**src/rtl/ahb_apb_multi_bridge_pkg.sv**
```systemverilog
// Shared types for the AHB-Lite to multi-slave APB3 bridge: FSM states, AHB codes, index width helper.
// Pure declarations; no logic, no latency, no backpressure.
package ahb_apb_pkg;

    typedef enum logic [2:0] {
        ST_IDLE,
        ST_WAIT,
        ST_SETUP,
        ST_ACCESS,
        ST_DONE,
        ST_ERR1,
        ST_ERR2
    } state_t;

    localparam logic [1:0] HTRANS_IDLE   = 2'b00;
    localparam logic [1:0] HTRANS_BUSY   = 2'b01;
    localparam logic [1:0] HTRANS_NONSEQ = 2'b10;
    localparam logic [1:0] HTRANS_SEQ    = 2'b11;

    localparam logic [1:0] HRESP_OKAY  = 2'b00;
    localparam logic [1:0] HRESP_ERROR = 2'b01;

    // A single slave still needs a 1-bit index field.
    function automatic int idx_width(input int n);
        return (n <= 1) ? 1 : $clog2(n);
    endfunction

endpackage

```
**src/rtl/ahb_apb_multi_bridge_if.sv**
```systemverilog
// AHB-Lite slave side plus NUM_SLV-wide APB3 master side of the bridge.
// Bundle only; the slave modport is the bridge view, master is the surrounding fabric.
interface ahb_apb_multi_bridge_if #(
    parameter int ADDR_W  = 32,
    parameter int DATA_W  = 32,
    parameter int NUM_SLV = 4
);
    logic                      HSEL;
    logic [ADDR_W-1:0]         HADDR;
    logic [1:0]                HTRANS;
    logic                      HWRITE;
    logic [DATA_W-1:0]         HWDATA;
    logic                      HREADY;
    logic [DATA_W-1:0]         HRDATA;
    logic                      HREADYOUT;
    logic [1:0]                HRESP;

    logic [ADDR_W-1:0]         PADDR;
    logic [NUM_SLV-1:0]        PSEL;
    logic                      PENABLE;
    logic                      PWRITE;
    logic [DATA_W-1:0]         PWDATA;
    logic [NUM_SLV*DATA_W-1:0] PRDATA;
    logic [NUM_SLV-1:0]        PREADY;
    logic [NUM_SLV-1:0]        PSLVERR;

    modport slave (
        input  HSEL, HADDR, HTRANS, HWRITE, HWDATA, HREADY,
        input  PRDATA, PREADY, PSLVERR,
        output HRDATA, HREADYOUT, HRESP,
        output PADDR, PSEL, PENABLE, PWRITE, PWDATA
    );

    modport master (
        output HSEL, HADDR, HTRANS, HWRITE, HWDATA, HREADY,
        output PRDATA, PREADY, PSLVERR,
        input  HRDATA, HREADYOUT, HRESP,
        input  PADDR, PSEL, PENABLE, PWRITE, PWDATA
    );

endinterface

```
**src/rtl/ahb_apb_multi_bridge_apb_slave_mux.sv**
```systemverilog
// Selects one APB slave's PRDATA/PREADY/PSLVERR by index; unmapped index returns all zeros.
// Combinational, zero latency; no backpressure of its own.
module apb_slave_mux #(
    parameter int DATA_W  = 32,
    parameter int NUM_SLV = 4,
    parameter int IDX_W   = 2
) (
    input  logic [IDX_W-1:0]          idx,
    input  logic [NUM_SLV*DATA_W-1:0] prdata,
    input  logic [NUM_SLV-1:0]        pready,
    input  logic [NUM_SLV-1:0]        pslverr,
    output logic [DATA_W-1:0]         sel_prdata,
    output logic                      sel_pready,
    output logic                      sel_pslverr
);

    always_comb begin
        sel_prdata  = '0;
        sel_pready  = 1'b0;
        sel_pslverr = 1'b0;
        for (int i = 0; i < NUM_SLV; i++) begin
            if (int'(idx) == i) begin
                sel_prdata  = prdata[i*DATA_W +: DATA_W];
                sel_pready  = pready[i];
                sel_pslverr = pslverr[i];
            end
        end
    end

endmodule

```
**src/rtl/ahb_apb_multi_bridge.sv**
```systemverilog
// AHB-Lite slave to NUM_SLV-way APB3 master bridge with decode error and PREADY timeout.
// Latency: 3 wait states for a zero-wait APB slave, +1 per PREADY-low cycle; stalls AHB via HREADYOUT.
module ahb_apb_multi_bridge
    import ahb_apb_pkg::*;
#(
    parameter int ADDR_W  = 32,
    parameter int DATA_W  = 32,
    parameter int NUM_SLV = 4,
    parameter int SEL_LSB = 12,
    parameter int TIMEOUT = 255
) (
    input logic                  HCLK,
    input logic                  HRESETN,
    ahb_apb_multi_bridge_if.slave bus
);

    localparam int IDX_W = idx_width(NUM_SLV);
    localparam int CNT_W = (TIMEOUT < 2) ? 1 : $clog2(TIMEOUT + 1);
    localparam logic [CNT_W-1:0] TO_VAL = CNT_W'(TIMEOUT);

    state_t             state;
    state_t             state_nxt;
    logic [IDX_W-1:0]   idx;
    logic [CNT_W-1:0]   cnt;
    logic               accept;
    logic               in_range;
    logic               timed_out;
    logic               hreadyout_nxt;
    logic [1:0]         hresp_nxt;
    logic [NUM_SLV-1:0] psel_nxt;
    logic               penable_nxt;
    logic [DATA_W-1:0]  sel_prdata;
    logic               sel_pready;
    logic               sel_pslverr;
    logic               unused_htrans0;

    // NONSEQ and SEQ both have HTRANS[1] set; the low bit carries no information here.
    assign unused_htrans0 = bus.HTRANS[0];
    assign accept         = bus.HSEL & bus.HREADY & bus.HTRANS[1];
    assign in_range       = int'(idx) < NUM_SLV;
    assign timed_out      = (TIMEOUT != 0) && (cnt == TO_VAL);

    apb_slave_mux #(
        .DATA_W  (DATA_W),
        .NUM_SLV (NUM_SLV),
        .IDX_W   (IDX_W)
    ) u_mux (
        .idx         (idx),
        .prdata      (bus.PRDATA),
        .pready      (bus.PREADY),
        .pslverr     (bus.PSLVERR),
        .sel_prdata  (sel_prdata),
        .sel_pready  (sel_pready),
        .sel_pslverr (sel_pslverr)
    );

    always_ff @(posedge HCLK or negedge HRESETN) begin
        if (!HRESETN) begin
            state <= ST_IDLE;
        end else begin
            state <= state_nxt;
        end
    end

    // Outputs are registered, so they are decoded from the state being entered.
    always_comb begin
        state_nxt = state;
        unique case (state)
            ST_IDLE, ST_DONE, ST_ERR2: state_nxt = accept ? ST_WAIT : ST_IDLE;
            ST_WAIT:   state_nxt = in_range ? ST_SETUP : ST_ERR1;
            ST_SETUP:  state_nxt = ST_ACCESS;
            ST_ACCESS: begin
                if (sel_pready) begin
                    state_nxt = sel_pslverr ? ST_ERR1 : ST_DONE;
                end else if (timed_out) begin
                    state_nxt = ST_ERR1;
                end
            end
            ST_ERR1:   state_nxt = ST_ERR2;
            default:   state_nxt = ST_IDLE;
        endcase

        hreadyout_nxt = (state_nxt == ST_IDLE) || (state_nxt == ST_DONE) || (state_nxt == ST_ERR2);
        hresp_nxt     = ((state_nxt == ST_ERR1) || (state_nxt == ST_ERR2)) ? HRESP_ERROR : HRESP_OKAY;
        penable_nxt   = (state_nxt == ST_ACCESS);
        psel_nxt      = '0;
        for (int i = 0; i < NUM_SLV; i++) begin
            psel_nxt[i] = ((state_nxt == ST_SETUP) || (state_nxt == ST_ACCESS)) && (int'(idx) == i);
        end
    end

    always_ff @(posedge HCLK or negedge HRESETN) begin
        if (!HRESETN) begin
            idx           <= '0;
            cnt           <= '0;
            bus.HREADYOUT <= 1'b1;
            bus.HRESP     <= HRESP_OKAY;
            bus.HRDATA    <= '0;
            bus.PSEL      <= '0;
            bus.PENABLE   <= 1'b0;
            bus.PWRITE    <= 1'b0;
            bus.PADDR     <= '0;
            bus.PWDATA    <= '0;
        end else begin
            bus.HREADYOUT <= hreadyout_nxt;
            bus.HRESP     <= hresp_nxt;
            bus.PSEL      <= psel_nxt;
            bus.PENABLE   <= penable_nxt;

            if (state_nxt == ST_WAIT) begin
                bus.PADDR  <= bus.HADDR;
                bus.PWRITE <= bus.HWRITE;
                idx        <= bus.HADDR[SEL_LSB +: IDX_W];
            end

            if (state == ST_WAIT) begin
                bus.PWDATA <= bus.HWDATA;
            end

            if (state == ST_SETUP) begin
                cnt <= '0;
            end else if (state == ST_ACCESS) begin
                cnt <= cnt + 1'b1;
            end

            if ((state == ST_ACCESS) && sel_pready && !sel_pslverr && !bus.PWRITE) begin
                bus.HRDATA <= sel_prdata;
            end
        end
    end

endmodule

```
**src/flat_wrapper.sv**
```systemverilog
// flat-port wrapper written by rule: the top's interface ports become plain ports
module ahb_apb_multi_bridge_flat import ahb_apb_pkg::*;
#(
    parameter int ADDR_W  = 32,
    parameter int DATA_W  = 32,
    parameter int NUM_SLV = 4,
    parameter int SEL_LSB = 12,
    parameter int TIMEOUT = 255
)
  (HCLK, HRESETN, bus_HSEL, bus_HADDR, bus_HTRANS, bus_HWRITE, bus_HWDATA, bus_HREADY, bus_PRDATA, bus_PREADY, bus_PSLVERR, bus_HRDATA, bus_HREADYOUT, bus_HRESP, bus_PADDR, bus_PSEL, bus_PENABLE, bus_PWRITE, bus_PWDATA);
  ahb_apb_multi_bridge_if #(.ADDR_W(ADDR_W), .DATA_W(DATA_W), .NUM_SLV(NUM_SLV)) bus_i ();
  input logic HCLK;
  input logic HRESETN;
  input wire logic [$bits(bus_i.HSEL)-1:0] bus_HSEL;
  input wire logic [$bits(bus_i.HADDR)-1:0] bus_HADDR;
  input wire logic [$bits(bus_i.HTRANS)-1:0] bus_HTRANS;
  input wire logic [$bits(bus_i.HWRITE)-1:0] bus_HWRITE;
  input wire logic [$bits(bus_i.HWDATA)-1:0] bus_HWDATA;
  input wire logic [$bits(bus_i.HREADY)-1:0] bus_HREADY;
  input wire logic [$bits(bus_i.PRDATA)-1:0] bus_PRDATA;
  input wire logic [$bits(bus_i.PREADY)-1:0] bus_PREADY;
  input wire logic [$bits(bus_i.PSLVERR)-1:0] bus_PSLVERR;
  output wire logic [$bits(bus_i.HRDATA)-1:0] bus_HRDATA;
  output wire logic [$bits(bus_i.HREADYOUT)-1:0] bus_HREADYOUT;
  output wire logic [$bits(bus_i.HRESP)-1:0] bus_HRESP;
  output wire logic [$bits(bus_i.PADDR)-1:0] bus_PADDR;
  output wire logic [$bits(bus_i.PSEL)-1:0] bus_PSEL;
  output wire logic [$bits(bus_i.PENABLE)-1:0] bus_PENABLE;
  output wire logic [$bits(bus_i.PWRITE)-1:0] bus_PWRITE;
  output wire logic [$bits(bus_i.PWDATA)-1:0] bus_PWDATA;
  assign bus_i.HSEL = bus_HSEL;
  assign bus_i.HADDR = bus_HADDR;
  assign bus_i.HTRANS = bus_HTRANS;
  assign bus_i.HWRITE = bus_HWRITE;
  assign bus_i.HWDATA = bus_HWDATA;
  assign bus_i.HREADY = bus_HREADY;
  assign bus_i.PRDATA = bus_PRDATA;
  assign bus_i.PREADY = bus_PREADY;
  assign bus_i.PSLVERR = bus_PSLVERR;
  assign bus_HRDATA = bus_i.HRDATA;
  assign bus_HREADYOUT = bus_i.HREADYOUT;
  assign bus_HRESP = bus_i.HRESP;
  assign bus_PADDR = bus_i.PADDR;
  assign bus_PSEL = bus_i.PSEL;
  assign bus_PENABLE = bus_i.PENABLE;
  assign bus_PWRITE = bus_i.PWRITE;
  assign bus_PWDATA = bus_i.PWDATA;
  ahb_apb_multi_bridge #(.ADDR_W(ADDR_W), .DATA_W(DATA_W), .NUM_SLV(NUM_SLV), .SEL_LSB(SEL_LSB), .TIMEOUT(TIMEOUT)) u_core (.HCLK(HCLK), .HRESETN(HRESETN), .bus(bus_i));
endmodule
```
**config.mk**
```make
export PLATFORM = sky130hd
export DESIGN_NAME = ahb_apb_multi_bridge_flat
export DESIGN_NICKNAME = d
export VERILOG_FILES = /design/src/rtl/ahb_apb_multi_bridge_pkg.sv /design/src/rtl/ahb_apb_multi_bridge_if.sv /design/src/rtl/ahb_apb_multi_bridge_apb_slave_mux.sv /design/src/rtl/ahb_apb_multi_bridge.sv /design/src/flat_wrapper.sv
export SDC_FILE = /design/constraint.sdc
export NUM_CORES = 1
export LEC_CHECK = 0
export CELL_PAD_IN_SITES_DETAIL_PLACEMENT = 0
export CELL_PAD_IN_SITES_GLOBAL_PLACEMENT = 1
export CORE_UTILIZATION = 25
export DETAILED_ROUTE_END_ITERATION = 6
export HOLD_SLACK_MARGIN = 0.12
export PLACE_DENSITY_LB_ADDON = 0.1
export SETUP_SLACK_MARGIN = 0.1
export SLEW_MARGIN = 20
export SYNTH_ARGS = -nofsm -noshare
export SYNTH_HDL_FRONTEND = slang
export SYNTH_SLANG_ARGS = --single-unit
```
**constraint.sdc**
```tcl
create_clock -name HCLK -period 2.6 [get_ports HCLK]
set_clock_uncertainty 0.15 [all_clocks]
set_input_delay 0.52 -clock HCLK [delete_from_list [all_inputs] [get_ports HCLK]]
set_output_delay 0.52 -clock HCLK [all_outputs]
set_load 0.1 [all_outputs]
```
Word level (Yosys, flattened, before mapping)
Index checks and enable logic that the tools add are counted.
Operators by class
  add/sub/neg operators: 1
  equality and inequality tests: 16
  muxes and demuxes: 20
  bitwise operators: 2
  reductions and logical operators: 18
Operators with widths (count)
  $mux W32: 4
  $eq A3 B3 Y1 const B: 6
  $mux W8: 2
  $pmux W3 S5: 1
  $eq A3 B2 Y1 const B: 4
  $mux W1: 11
  $add A8 B1 Y8 const B: 1
  $eq A8 B8 Y1 const B: 1
  $logic_and A1 B1 Y1: 7
  $eq A3 B1 Y1 const B: 2
  $logic_not A3 Y1: 2
  $mux W3: 2
  $eq A2 B2 Y1 const B: 2
  $logic_or A1 B1 Y1: 4
  $reduce_or A3 Y1: 1
  $and A1 B1 Y1: 2
  $eq A2 B1 Y1 const B: 1
  $logic_not A1 Y1: 2
  $logic_not A2 Y1: 1
  $reduce_bool A2 Y1: 1
Word-level totals
  flip-flop bits (word level): 118
  input port bits: 207
  output and inout bits: 105

Logic depth before layout (Yosys ltp)
  word-level depth: 11
  mapped depth: 7
  mapped depth without buffers: 5

Modules after synthesis
From an unflattened synthesis, not the netlist that was laid out.
Second synthesis, totals
  cells, all modules: 337
  area, all modules: 5477.8 sq um
Modules (own cells, without submodules)
  ahb_apb_multi_bridge: instances 1, cells an instance 295, area each 4606.9 sq um, sequential area each 2879.0 sq um
  apb_slave_mux: instances 1, cells an instance 42, area each 870.8 sq um, sequential area each 0.0 sq um

Least setup slack after synthesis
OpenSTA, ideal clock, no wires.
  kind: register -> register
  from: register u_core.idx[0]
  to: register u_core.bus.HRDATA[10]
  arrival: 2615 ps
  path slack: -290 ps
  cell stages (with the launch flop): 7
  path buffers: 2
  period minus slack after synthesis: 2890 ps
  cell sequence: dfrtp_1 -> mux4_2 -> nand2b_4 -> or3_1 -> buf_2 -> buf_6 -> mux2_4
Between the ends
  longest elaborated chain between the ends: 8
Ends and longest elaborated chain
  start: declaration: RTL line ahb_apb_multi_bridge.sv:23  | logic [IDX_W-1:0] idx;
  start signal: assignment: RTL line ahb_apb_multi_bridge.sv:113  | idx <= bus.HADDR[SEL_LSB +: IDX_W];
  $logic_not A2 Y1: RTL line ahb_apb_multi_bridge_apb_slave_mux.sv:22  | if (int'(idx) == i) begin
  $mux W1 (4 in series): RTL line ahb_apb_multi_bridge_apb_slave_mux.sv:22
  $logic_and A1 B1 Y1 or $logic_not A1 Y1 (tied branches): RTL line ahb_apb_multi_bridge.sv:126  | if ((state == ST_ACCESS) && sel_pready && !sel_pslverr && !bus.PWRITE) begin
  $logic_and A1 B1 Y1 (2 in series): RTL line ahb_apb_multi_bridge.sv:126
  end signal: assignment: RTL line ahb_apb_multi_bridge.sv:127  | bus.HRDATA <= sel_prdata;
  end: declaration: RTL line ahb_apb_multi_bridge_if.sv:30  | output HRDATA, HREADYOUT, HRESP,
Several ways; a longest one is shown, not always the timed one.
A chain may end at the register's enable or synchronous reset.

Worst setup path after layout
  from: input bus_PSLVERR[3]
  to: register u_core.bus.HRDATA[22]
Between the ends
  longest elaborated chain between the ends: 4
Ends and longest elaborated chain
  start: declaration: RTL line flat_wrapper.sv:22  | input wire logic [$bits(bus_i.PSLVERR)-1:0] bus_PSLVERR;
  $mux W1: RTL line ahb_apb_multi_bridge_apb_slave_mux.sv:22
  $logic_not A1 Y1: RTL line ahb_apb_multi_bridge.sv:126
  $logic_and A1 B1 Y1 (2 in series): RTL line ahb_apb_multi_bridge.sv:126
No other way between the ends.

==> results <==
- The placeable core region is 21,000 sq um.
- In this run the mean area of a mapped cell was roughly 16 sq um.
- The xor/xnor cell area share of the yosys netlist is 0.00328.
- The count of instances resized after the clock tree is built is 0.
- The overall routed net length is approximately 17 mm.
- At the end of routability-driven placement, the weighted congestion stood at between 0.7 and 0.8.
- Counting along the longest clock path gives a buffer depth of 2.
- Once detailed placement completed, the half-perimeter wirelength came to 12.5 mm.
- CTS placed an instance of clkbuf_16 at the clock tree root.
- At the pin with the least slew margin, the transition time is roughly 0.72 ns.
- For this configuration, the core starts out at a cell density of 0.254.
- The path category of the worst min-delay check is in2async.
- The deepest level of the CTS H-tree is 4.
- The height of the die is ~150 microns.
- The top-level port count is about 310.
- The post-synthesis register bit count is 115.
- The clock-pin slew of the registers on the worst-case setup and hold paths is ~0.050 ns.
- The final period demand of the worst path is around 2.4 ns.
- In this run, distinct cell masters in the synthesized netlist total 36.
- For this run, the top clock speed supported by timing is 0.411 GHz.
- The tightest hold path in the finished design has a slack of between 0.3 and 0.4 ns.
- The number of slew-limit violations in the final report is 0.
- The cell count of the worst reg-to-reg path is 5.
- Of the total synthesized cell area, the portion taken by full adders, half adders and majority gates is 0.00234.
- Summed over all failing endpoints, the final setup total negative slack is 0 ns.
- The compound-cell area share of the yosys netlist was 0.0197.
- The net count after synthesis is 545.
- Counting the buffers created by CTS gives 17.
- In this run the critical register-to-register path is launched from u_core.idx[0].
- The cell with the largest stage delay on the worst path is mux4_2.
- Among all flip-flop cells after synthesis, the most frequent one is dfrtp_1.
- The worst register-to-register path ends at u_core.bus.HRDATA[22].
- The die covers ~22,000 sq um.
- In this run the worst setup path terminates at u_core.bus.HRDATA[22].
- The arrival time at the worst endpoint is 2.56 ns.
- The flow ran to the end, and the final reports show no timing, DRC or antenna violations.
- The commonest cells after synthesis are 114 x dfrtp_1, 67 x mux2_2, 34 x mux4_2.
- The post-synthesis sequential area ratio is 0.538.
- The clock insertion delay at the later pin of the skew report is around 0.4 ns.
- The number of nets in the layout is approximately 870.
- Summed over all layers, the global routing overflow is 0.
- The horizontal die dimension is 148 microns.
- Synthesis handed over a netlist of about 340 instances.
- The total global-route track usage is 0.153.
- Using the TritonRoute via totals, the vias-per-cell ratio works out to around 4.3.
- The via count of the first global-routing pass is about 4,500.
- The detailed-route wire length per cell is 17.5 microns.
- After detailed routing, the number of remaining DRC violations is 0.
- The highest fanout seen on the critical path is 9.
- The synthesized netlist occupies a cell area of approximately 5300 sq um.
- Counting flops with an async set or reset pin after synthesis yields a share of 1.00.
- The dominant combinational cell family by area after synthesis is multiplexers.
- The flop-to-flop setup slack is around 0.18 ns.
- Entering global routing, the biggest net connects 48 pins.
- The via count of the routed design is around 4,100.
- TritonCTS built the clock tree.
- The required time of the critical path is ~2.7 ns.
- Row generation in the floorplan step produced 53 rows.
- The total clock sinks is 115.
- Setup repair after global routing left no endpoint under its margin.
- Headroom to the max-slew limit came out at 0.518.
- Across the run, the number of max-cap violations was 0.
- In the post-synthesis netlist, the biggest area contributors are dfrtp_1 53%, mux4_2 14%, mux2_2 14%, mux2_4 8.4%, nand2_1 0.98%.
- In the final layout, the share of cells above drive strength 1 is 0.430.
- Yosys printed 0 warnings.
- The initial antenna violation count came to 1.
- On the worst path, the slowest cell contributes a delay of roughly 0.48 ns.
- The area growth from synthesis to layout is 71.6%.
- The count of endpoints failing hold in the final timing report is 0.
- In this run the worst setup path begins at bus_PSLVERR[3].
- The number of nets with antenna violations after detailed routing is 0.
- The kind of critical path is in2reg.
- STA classifies the critical path startpoint as a primary input.
- The worst setup path is captured at a flip-flop.
- Counting the fill cells in the layout gives a little under 2,000.
- The final worst-path cycle share is 0.935.
- For this block, the initial DRC count from the detailed router was 126.
- The post-synthesis simple-gate area fraction is 0.0445.
- Of all cell types, the one taking the most synthesized area is dfrtp_1.
- Before antenna repair, the detailed router went through 5 iterations.
- Traced cell by cell, the critical path runs through clkdlybuf4s50_1 -> mux4_2 -> nand2b_4 -> or3_2 -> buf_4 -> mux2_4.
- Yosys mapped a number of flops with a built-in enable equal to 0.
- Of the post-synthesis cell area, the dominant cell type holds 0.533.
- The portion of synthesized area spent on multiplexers is 0.369.
- The count of buffers added on input and output ports is 309.
- Buffers added to address setup during post-CTS repair amount to 0.
- The most common cell in the synthesized netlist is dfrtp_1.
- Setup violations remaining at the end of the flow were counted as 0.
- The first global-routing pass estimated between 20 and 30 mm of wire.
-- per-layer routing --
| metal | GRT usage | share of wire | up-vias |
|---|---|---|---|
| met5 | 0 | 0 | - |
| met4 | 0.0510 | 0.013 | 0 |
| met3 | 0.0610 | 0.096 | 11 |
| met2 | 0.260 | 0.49 | 218 |
| met1 | 0.175 | 0.40 | 1964 |
| li1 | - | - | 1908 |
-- flip-flops by register name, indices dropped and copies added, names as in the netlist --
name and count:
u_core.idx 1, u_core.bus.HRESP 1, u_core.bus.PWDATA 32, u_core.bus.PENABLE 1
u_core.cnt 8, u_core.bus.HRDATA 32, u_core.state 3, u_core.bus.HREADYOUT 1
u_core.bus.PWRITE 1, u_core.bus.PADDR 31, u_core.bus.PSEL 4
-- worst max-delay path: cells and delay by family --
kind / cells / cell delay (ns)
buf+inv: 2 / 0.62
simple gates: 2 / 0.62
mux: 2 / 0.79
-- placed cells by master, fill, tap and decap left out, types with 2 or more instances in the layout --
cell             count
a21oi_1              5
buf_12               5
buf_4              115
bufinv_16            2
clkbuf_1             2
clkbuf_16           17
clkdlybuf4s50_1    204
clkinv_2             4
clkinv_4             2
clkinvlp_4           4
dfrtp_1            112
mux2_2              67
mux2_4              30
mux4_2              34
nand2_1             14
nand2b_1             2
nand3_1              6
nor2_1               7
nor3_1               3
nor4_1               2
nor4b_1              2
o21ai_0              8
xnor2_1              2
-- stage by stage --
stage | cells | cell area, sq um | setup slack [ns] | utilization
6_report | 948 | 9180 | 0.170 | 0.436
5_1_grt | 948 | 9180 | 0.104 | 0.436
4_1_cts | 947 | 9170 | 0.151 | 0.436
3_5_place_dp | 914 | 8590 | -0.264 | 0.409
3_3_place_gp | 914 | 8590 | -0.246 | 0.409
2_1_floorplan | 337 | 5350 | 0.118 | -
-- logic make-up after synthesis --
logic type / after synthesis
xor gates and xnor gates: 2
DFF: 115
AOI/OAI and AO/OA: 18
other: 1
adders and majority gates: 1
and+or+nand+nor: 46
muxes: 131
buffers and inverters: 23
-- area by class of cell --
| class | count | area [sq um] | area share |
|---|---|---|---|
| repair buffers | 325 | 3020 | 0.329 |
| flip-flops and latches | 115 | 2880 | 0.314 |
| multi-input cells | 199 | 2360 | 0.257 |
| clock buffers | 19 | 433 | 0.0472 |
| well taps | 275 | 344 | 0.0375 |
| clock inverters | 13 | 136 | 0.0149 |
| inverters | 1 | 3.75 | 0.000409 |
| diodes | 1 | 2.50 | 0.000273 |
-- how the worst min path moves through the flow --
| stage | to | slack, ns | cells after the start |
|---|---|---|---|
| 2_1_floorplan | u_core.bus.HRDATA[0] | 0.07 | 0 |
| 3_3_place_gp | u_core.bus.PWDATA[11] | 0.19 | 1 |
| 3_5_place_dp | u_core.bus.PWDATA[11] | 0.19 | 1 |
| 4_1_cts | u_core.bus.PWDATA[11] | 0.29 | 2 |
| 5_1_grt | u_core.bus.PWDATA[11] | 0.31 | 2 |
| 6_report | u_core.bus.PWDATA[11] | 0.33 | 2 |
-- what timing repair did --
item,in CTS,in global routing
setup endpoints to repair,0,0
hold buffers,1,0
endpoints found under the hold margin,114,0
Power is left out: the tool's default activity adds up to more than one toggle a clock period on the data nets, which glitch-free logic cannot reach.
